===== config.mk =====
export PLATFORM = sky130hd
export DESIGN_NAME = tl_monitor
export DESIGN_NICKNAME = d
export VERILOG_FILES = /design/src/rtl/tl_pkg.sv /design/src/rtl/tl_dwell_cnt.sv /design/src/rtl/tl_monitor.sv
export SDC_FILE = /design/constraint.sdc
export NUM_CORES = 1
export LEC_CHECK = 0
export ABC_AREA = 1
export BUFFER_PORTS_ARGS = -buffer_cell sky130_fd_sc_hd__buf_2
export CAP_MARGIN = 10
export CORE_MARGIN = 3
export CORE_UTILIZATION = 36
export DETAILED_ROUTE_END_ITERATION = 8
export GPL_TIMING_DRIVEN = 0
export PLACE_DENSITY = 0.68
export SYNTH_ARGS = -nofsm -noshare
export SYNTH_HDL_FRONTEND = slang
export SYNTH_SLANG_ARGS = --single-unit

===== constraint.sdc =====
create_clock -name clk -period 2.1 [get_ports clk]
set_clock_uncertainty 0.2 [all_clocks]
set_input_delay 0.105 -clock clk [delete_from_list [all_inputs] [get_ports clk]]
set_output_delay 0.105 -clock clk [all_outputs]
set_load 0.005 [all_outputs]

===== src/rtl/tl_pkg.sv =====
// Shared traffic-light encodings: phase values and monitor error codes.
// Used by tl_monitor and by the light controller it observes.
package tl_pkg;

    typedef enum logic [1:0] {
        PH_UNSYNC = 2'b00,
        PH_GREEN  = 2'b01,
        PH_YELLOW = 2'b10,
        PH_RED    = 2'b11
    } phase_e;

    typedef enum logic [2:0] {
        ERR_NONE    = 3'd0,
        ERR_ILLEGAL = 3'd1,
        ERR_MULTI   = 3'd2,
        ERR_SHORT   = 3'd3,
        ERR_STUCK   = 3'd4
    } err_e;

    // Phase a single transition pulse leads into, whichever phase it came from.
    function automatic phase_e evt_dest(input logic gty, input logic ytr);
        if (gty)
            return PH_YELLOW;
        else if (ytr)
            return PH_RED;
        else
            return PH_GREEN;
    endfunction

endpackage


===== src/rtl/tl_dwell_cnt.sv =====
// Saturating up-counter with synchronous clear (wins over enable).
// Holds at all-ones instead of wrapping.
module tl_dwell_cnt #(
    parameter int W = 8
) (
    input  logic         clk,
    input  logic         res,
    input  logic         i_clr,
    input  logic         i_en,
    output logic [W-1:0] o_cnt
);

    logic [W-1:0] r_cnt;

    always_ff @(posedge clk or negedge res) begin
        if (!res)
            r_cnt <= '0;
        else if (i_clr)
            r_cnt <= '0;
        else if (i_en && (r_cnt != {W{1'b1}}))
            r_cnt <= r_cnt + 1'b1;
    end

    assign o_cnt = r_cnt;

endmodule


===== src/rtl/tl_monitor.sv =====
// Traffic-light sequence monitor: tracks phase, counts RED->GREEN cycles, latches first error.
// Define TL_MON_TIMING_EN to add SHORT/STUCK phase-duration checks.
module tl_monitor
    import tl_pkg::*;
#(
    parameter int CNT_W      = 8,
    parameter int MIN_GREEN  = 4,
    parameter int MIN_YELLOW = 2,
    parameter int MIN_RED    = 4,
    parameter int MAX_PHASE  = 200
) (
    input  logic             clk,
    input  logic             res,
    input  logic             gty,
    input  logic             ytr,
    input  logic             rtg,
    input  logic             clr_err,
    output logic [1:0]       phase,
    output logic             synced,
    output logic             err,
    output logic [2:0]       err_code,
    output logic [CNT_W-1:0] cycles
);

    if (MIN_GREEN < 1 || MIN_YELLOW < 1 || MIN_RED < 1 || MAX_PHASE < 1 ||
        MAX_PHASE >= (1 << CNT_W)) begin : g_bad_cfg
        $error("tl_monitor: MIN_* must be >= 1 and MAX_PHASE within 1..2^CNT_W-1");
    end

    phase_e           r_phase;
    logic             r_synced;
    logic             r_err;
    err_e             r_err_code;
    logic [CNT_W-1:0] r_cycles;

    logic [CNT_W-1:0] w_dwell;
    logic [1:0]       w_evt_cnt;
    logic             w_single;
    logic             w_multi;
    logic             w_legal;
    logic             w_illegal;
    logic             w_short;
    logic             w_stuck;
    logic             w_dwell_en;
    phase_e           w_dest;
    err_e             w_new_err;

    assign w_evt_cnt  = {1'b0, gty} + {1'b0, ytr} + {1'b0, rtg};
    assign w_single   = (w_evt_cnt == 2'd1);
    assign w_multi    = (w_evt_cnt >= 2'd2);
    assign w_dest     = evt_dest(gty, ytr);
    assign w_legal    = w_single && r_synced &&
                        ((gty && r_phase == PH_GREEN) ||
                         (ytr && r_phase == PH_YELLOW) ||
                         (rtg && r_phase == PH_RED));
    assign w_illegal  = w_single && r_synced && !w_legal;
    // A colliding (multi) cycle is not a transition, so dwell keeps running.
    assign w_dwell_en = r_synced && !w_single;

    tl_dwell_cnt #(
        .W (CNT_W)
    ) u_dwell (
        .clk   (clk),
        .res   (res),
        .i_clr (w_single),
        .i_en  (w_dwell_en),
        .o_cnt (w_dwell)
    );

`ifdef TL_MON_TIMING_EN
    logic [31:0] w_min;

    always_comb begin
        w_min = 32'(MIN_RED);
        case (r_phase)
            PH_GREEN:  w_min = 32'(MIN_GREEN);
            PH_YELLOW: w_min = 32'(MIN_YELLOW);
            default:   w_min = 32'(MIN_RED);
        endcase
    end

    // Duration of the phase being left is dwell+1 at the event edge.
    assign w_short = w_legal && ((32'(w_dwell) + 32'd1) < w_min);
    // Fires only on the edge that moves dwell onto MAX_PHASE, hence once per phase.
    assign w_stuck = w_dwell_en && (32'(w_dwell) == 32'(MAX_PHASE - 1));
`else
    assign w_short = 1'b0;
    assign w_stuck = 1'b0;
`endif

    always_comb begin
        w_new_err = ERR_NONE;
        if (w_multi)
            w_new_err = ERR_MULTI;
        else if (w_illegal)
            w_new_err = ERR_ILLEGAL;
        else if (w_short)
            w_new_err = ERR_SHORT;
        else if (w_stuck)
            w_new_err = ERR_STUCK;
    end

    always_ff @(posedge clk or negedge res) begin
        if (!res) begin
            r_phase    <= PH_UNSYNC;
            r_synced   <= 1'b0;
            r_err      <= 1'b0;
            r_err_code <= ERR_NONE;
            r_cycles   <= '0;
        end else begin
            if (w_single) begin
                r_phase  <= w_dest;
                r_synced <= 1'b1;
            end
            if (w_legal && rtg)
                r_cycles <= r_cycles + 1'b1;
            if (clr_err) begin
                r_err      <= (w_new_err != ERR_NONE);
                r_err_code <= w_new_err;
            end else if (!r_err && (w_new_err != ERR_NONE)) begin
                r_err      <= 1'b1;
                r_err_code <= w_new_err;
            end
        end
    end

    assign phase    = r_phase;
    assign synced   = r_synced;
    assign err      = r_err;
    assign err_code = r_err_code;
    assign cycles   = r_cycles;

endmodule


==> metrics.csv <==
stage;metric;value;unit
pwr;Power Dens Cells;831.0;nW/um^2
cts;clock sinks;14;
setup_path;CP Class;input port to flop;
floorplan;die area;2677;um^2
timing;final hold violations;0;
layout;fin cells;142;
cts;clk buf depth;2;
drt;drt via density;4.239;
yosys;synth warn;0;
timing;fin. max-slew vios;0;
cts;Num CTS Buffers;3;
timing;Final Setup Violations;0;
yosys;Synth area leaders;dfrtp_1 (47%), nand2_1 (16%), inv_1 (6.0%), nor2_4 (4.5%), nand3_1 (4.0%);
pwr;sequential share of power;48.1;%
setup_path;Worst Path Required;2.07;ns
pwr;net switching power;0.0002597;W
global_routing;number of global-route vias before repair;568;
timing;setup TNS;0;ns
drt;DR vias;602;
run;max-cap violation count;0;
yosys;synthesized area;753.2;um^2
yosys;Post-Syn Instances;90;
floorplan;height of the die;51.74;um
yosys;Yosys reg bits;14;
yosys;sequential fraction of the synthesis area;46.51;%
placed_design;number of port buffers;19;
pwr;Sw Share;32.69;%
layout;Nets;126;
setup_path;crit path capture type;flop;
floorplan;FP Rows;15;
drt;routed len/inst;8.852;um
yosys;Synth Area per Inst;8.369;um^2
setup_path;r2r worst-path depth;7;
cts;H-tree Lvls;1;
global_routing;first-pass GRT wire length;2318;um
yosys;Netlist cell types;21;
layout;Area Growth Syn to Fin;26.91;%
setup_path;CP Launch Type;input port;
global_routing;global route overflow;0;
floorplan;total core area;1839;um^2
pwr;VDD IR max;0.5330;mV
drt;post-route ant nets;0;
pwr;Leakage;0.5324;nW
pwr;part of the power in the clock network;23.1;%
drt;initial detailed-routing violation count;10;
drt;DR pass1 iterations;3;
global_routing;initial antenna violation count;0;
global_routing;largest net degree at the start of global routing;15;
setup_path;Worst Path Max Fanout;7;
floorplan;I/O pin count;21;
cts;Clock Latency Late Sink;0.27;ns
hold_path;Hold Crit Class;input port to async pin;
yosys;synthesized net count;98;
floorplan;Starting Density;40.95;%
cts;Clock transition at path regs;0.08;ns
timing;unrepaired setup endpoints after global routing;false;
placed_design;Placed Cells incl. Taps;134;
layout;ratio of cells with drive above 1 in the final layout;27.35;%
floorplan;Die W;51.74;um
yosys;Yosys top cell by area;dfrtp_1;
cts;CTS tree;yes;
layout;post-layout util;51.97;%
pwr;Int Pwr;0.0005347;W
timing;Final min period;1.554;ns
setup_path;WP data arrival;1.53;ns
timing;Period Utilization, post-route;74.01;%
pwr;combinational fraction of design power;28.8;%
drt;# DRC;0;
cts;postcts setup bufs;0;
pwr;total power draw;0.0007943;W
placed_design;DPL Wire Length;983.3;um
cts;clk root buf;clkbuf_4;
timing;fmax;643.4;MHz
yosys;top cell type's share of synthesized area;46.51;%
placed_design;routability cong.;0.7616;
layout;n_diodes;0;
drt;WL final;1257;um
global_routing;GR Util All Layers;11.80;%
layout;Filler Cell Count;186;
status;run status;finished clean;
## final cells by class
| cell class | count | area (um^2) | share of cell area [%] |
|---|---|---|---|
| timing repair buffer | 23 | 135.1 | 14.14 |
| sequential | 14 | 350.3 | 36.65 |
| tap | 25 | 31.28 | 3.272 |
| clock buffer | 4 | 36.28 | 3.796 |
| multi-input combinational | 59 | 335.3 | 35.08 |
| buffer | 1 | 7.507 | 0.7853 |
| inverter | 16 | 60.06 | 6.283 |
## cell usage after synthesis, drive strengths merged
cell and count:
nand4 2, buf 1, a21oi 1, o21ai 1
nand3 6, nor2 5, inv 15, xor2 3
conb 1, nand3b 2, fa 1, nand2 33
dfrtp 14, clkinv 1, ha 1, xnor2 2
nor3 1
## sequential cells by signal, indices dropped and copies added, names as in the netlist
| name | count |
|---|---|
| synced | 1 |
| err_code | 2 |
| err | 1 |
| cycles | 8 |
| phase | 2 |
## through the flow
stage	hold slack, ns	worst slack, ns	area (um^2)
2_1_floorplan	-0.3906	0.4840	753.2
5_1_grt	0.03151	0.3957	955.9
3_3_place_gp	-0.1878	0.2672	879.6
3_5_place_dp	-0.1874	0.2381	879.6
4_1_cts	0.02509	0.5397	955.9
6_report	0.03716	0.5459	955.9
## kinds of logic (layout without fill, tap and decap cells)
| group | Yosys count | count (layout) | synth area share [%] |
|---|---|---|---|
| flip-flops | 14 | 14 | 46.51 |
| buffers and inverters | 17 | 44 | 8.969 |
| AO/OA/AOI/OAI | 2 | 2 | 1.328 |
| other | 1 | 1 | 0.4979 |
| adder cells (fa/ha/maj) | 2 | 2 | 4.319 |
| AND/OR/NAND/NOR | 49 | 49 | 32.56 |
| XOR/XNOR | 5 | 5 | 5.815 |
## timing repair
item / CTS / global route
gates resized for setup: 0 / 0
hold buffers: 4 / 0
hold endpoints to repair: 19 / 0
## critical path, stage by stage
cell	delay [ns]
buf_2	0.12
inv_1	0.08
fa_1	0.41
inv_1	0.08
nand2_2	0.10
nor2_4	0.14
nand4_4	0.18
nor2_4	0.16
nand2_1	0.06
nand2_1	0.05
nand2_1	0.04
## power by group through the flow
stage	clock network [W]	registers, W	logic [W]
after floorplan	0	0.000386	0.000135
after global placement	0	0.000385	0.000225
after detailed placement	0	0.000387	0.000226
after CTS	0.000193	0.000382	0.000233
after global routing	0.000211	0.000393	0.000263
final	0.000184	0.000382	0.000229
## placed cells by master (no fill, tap or decap)
cell | netlist | final
nand2_1 | 32 | 32
buf_2 | 0 | 19
dfrtp_1 | 14 | 14
inv_1 | 12 | 12
nand3_1 | 6 | 6
dlygate4sd3_1 | 0 | 4
inv_2 | 3 | 3
nor2_4 | 3 | 3
xor2_1 | 3 | 3
clkbuf_4 | 0 | 3
nor2_1 | 2 | 2
nand3b_1 | 2 | 2
xnor2_1 | 2 | 2
nand2_2 | 1 | 1
nor3_1 | 1 | 1
a21oi_1 | 1 | 1
clkinv_1 | 1 | 1
nand4_4 | 1 | 1
o21ai_0 | 1 | 1
nand4_1 | 1 | 1
fa_1 | 1 | 1
ha_1 | 1 | 1
buf_4 | 1 | 1
conb_1 | 1 | 1
clkbuf_8 | 0 | 1
## path summary, 6_finish.rpt
kind	slack [ns]	startpoint	to
worst min register to register	0.30	err_code[0]$_DFFE_PN0P_	err_code[0]$_DFFE_PN0P_
min in group clk	0.04	rtg	cycles[0]$_DFFE_PN0P_
max in group asynchronous	1.42	res	phase[0]$_DFFE_PN0N_
worst max-delay path	0.55	rtg	cycles[5]$_DFFE_PN0P_
worst max register to register	0.71	phase[1]$_DFFE_PN0N_	cycles[5]$_DFFE_PN0P_
worst min-delay path	0.04	res	cycles[5]$_DFFE_PN0P_
## per-layer routing
metal	track usage [%]	part of all wire (%)	vias to the layer above
li1	-	-	326
met3	3.438	5.4	2
met4	5.240	1.5	0
met5	0	0	-
met1	13.59	45	261
met2	20.13	48	13
No activity file was read; power rests on OpenSTA's default activity.
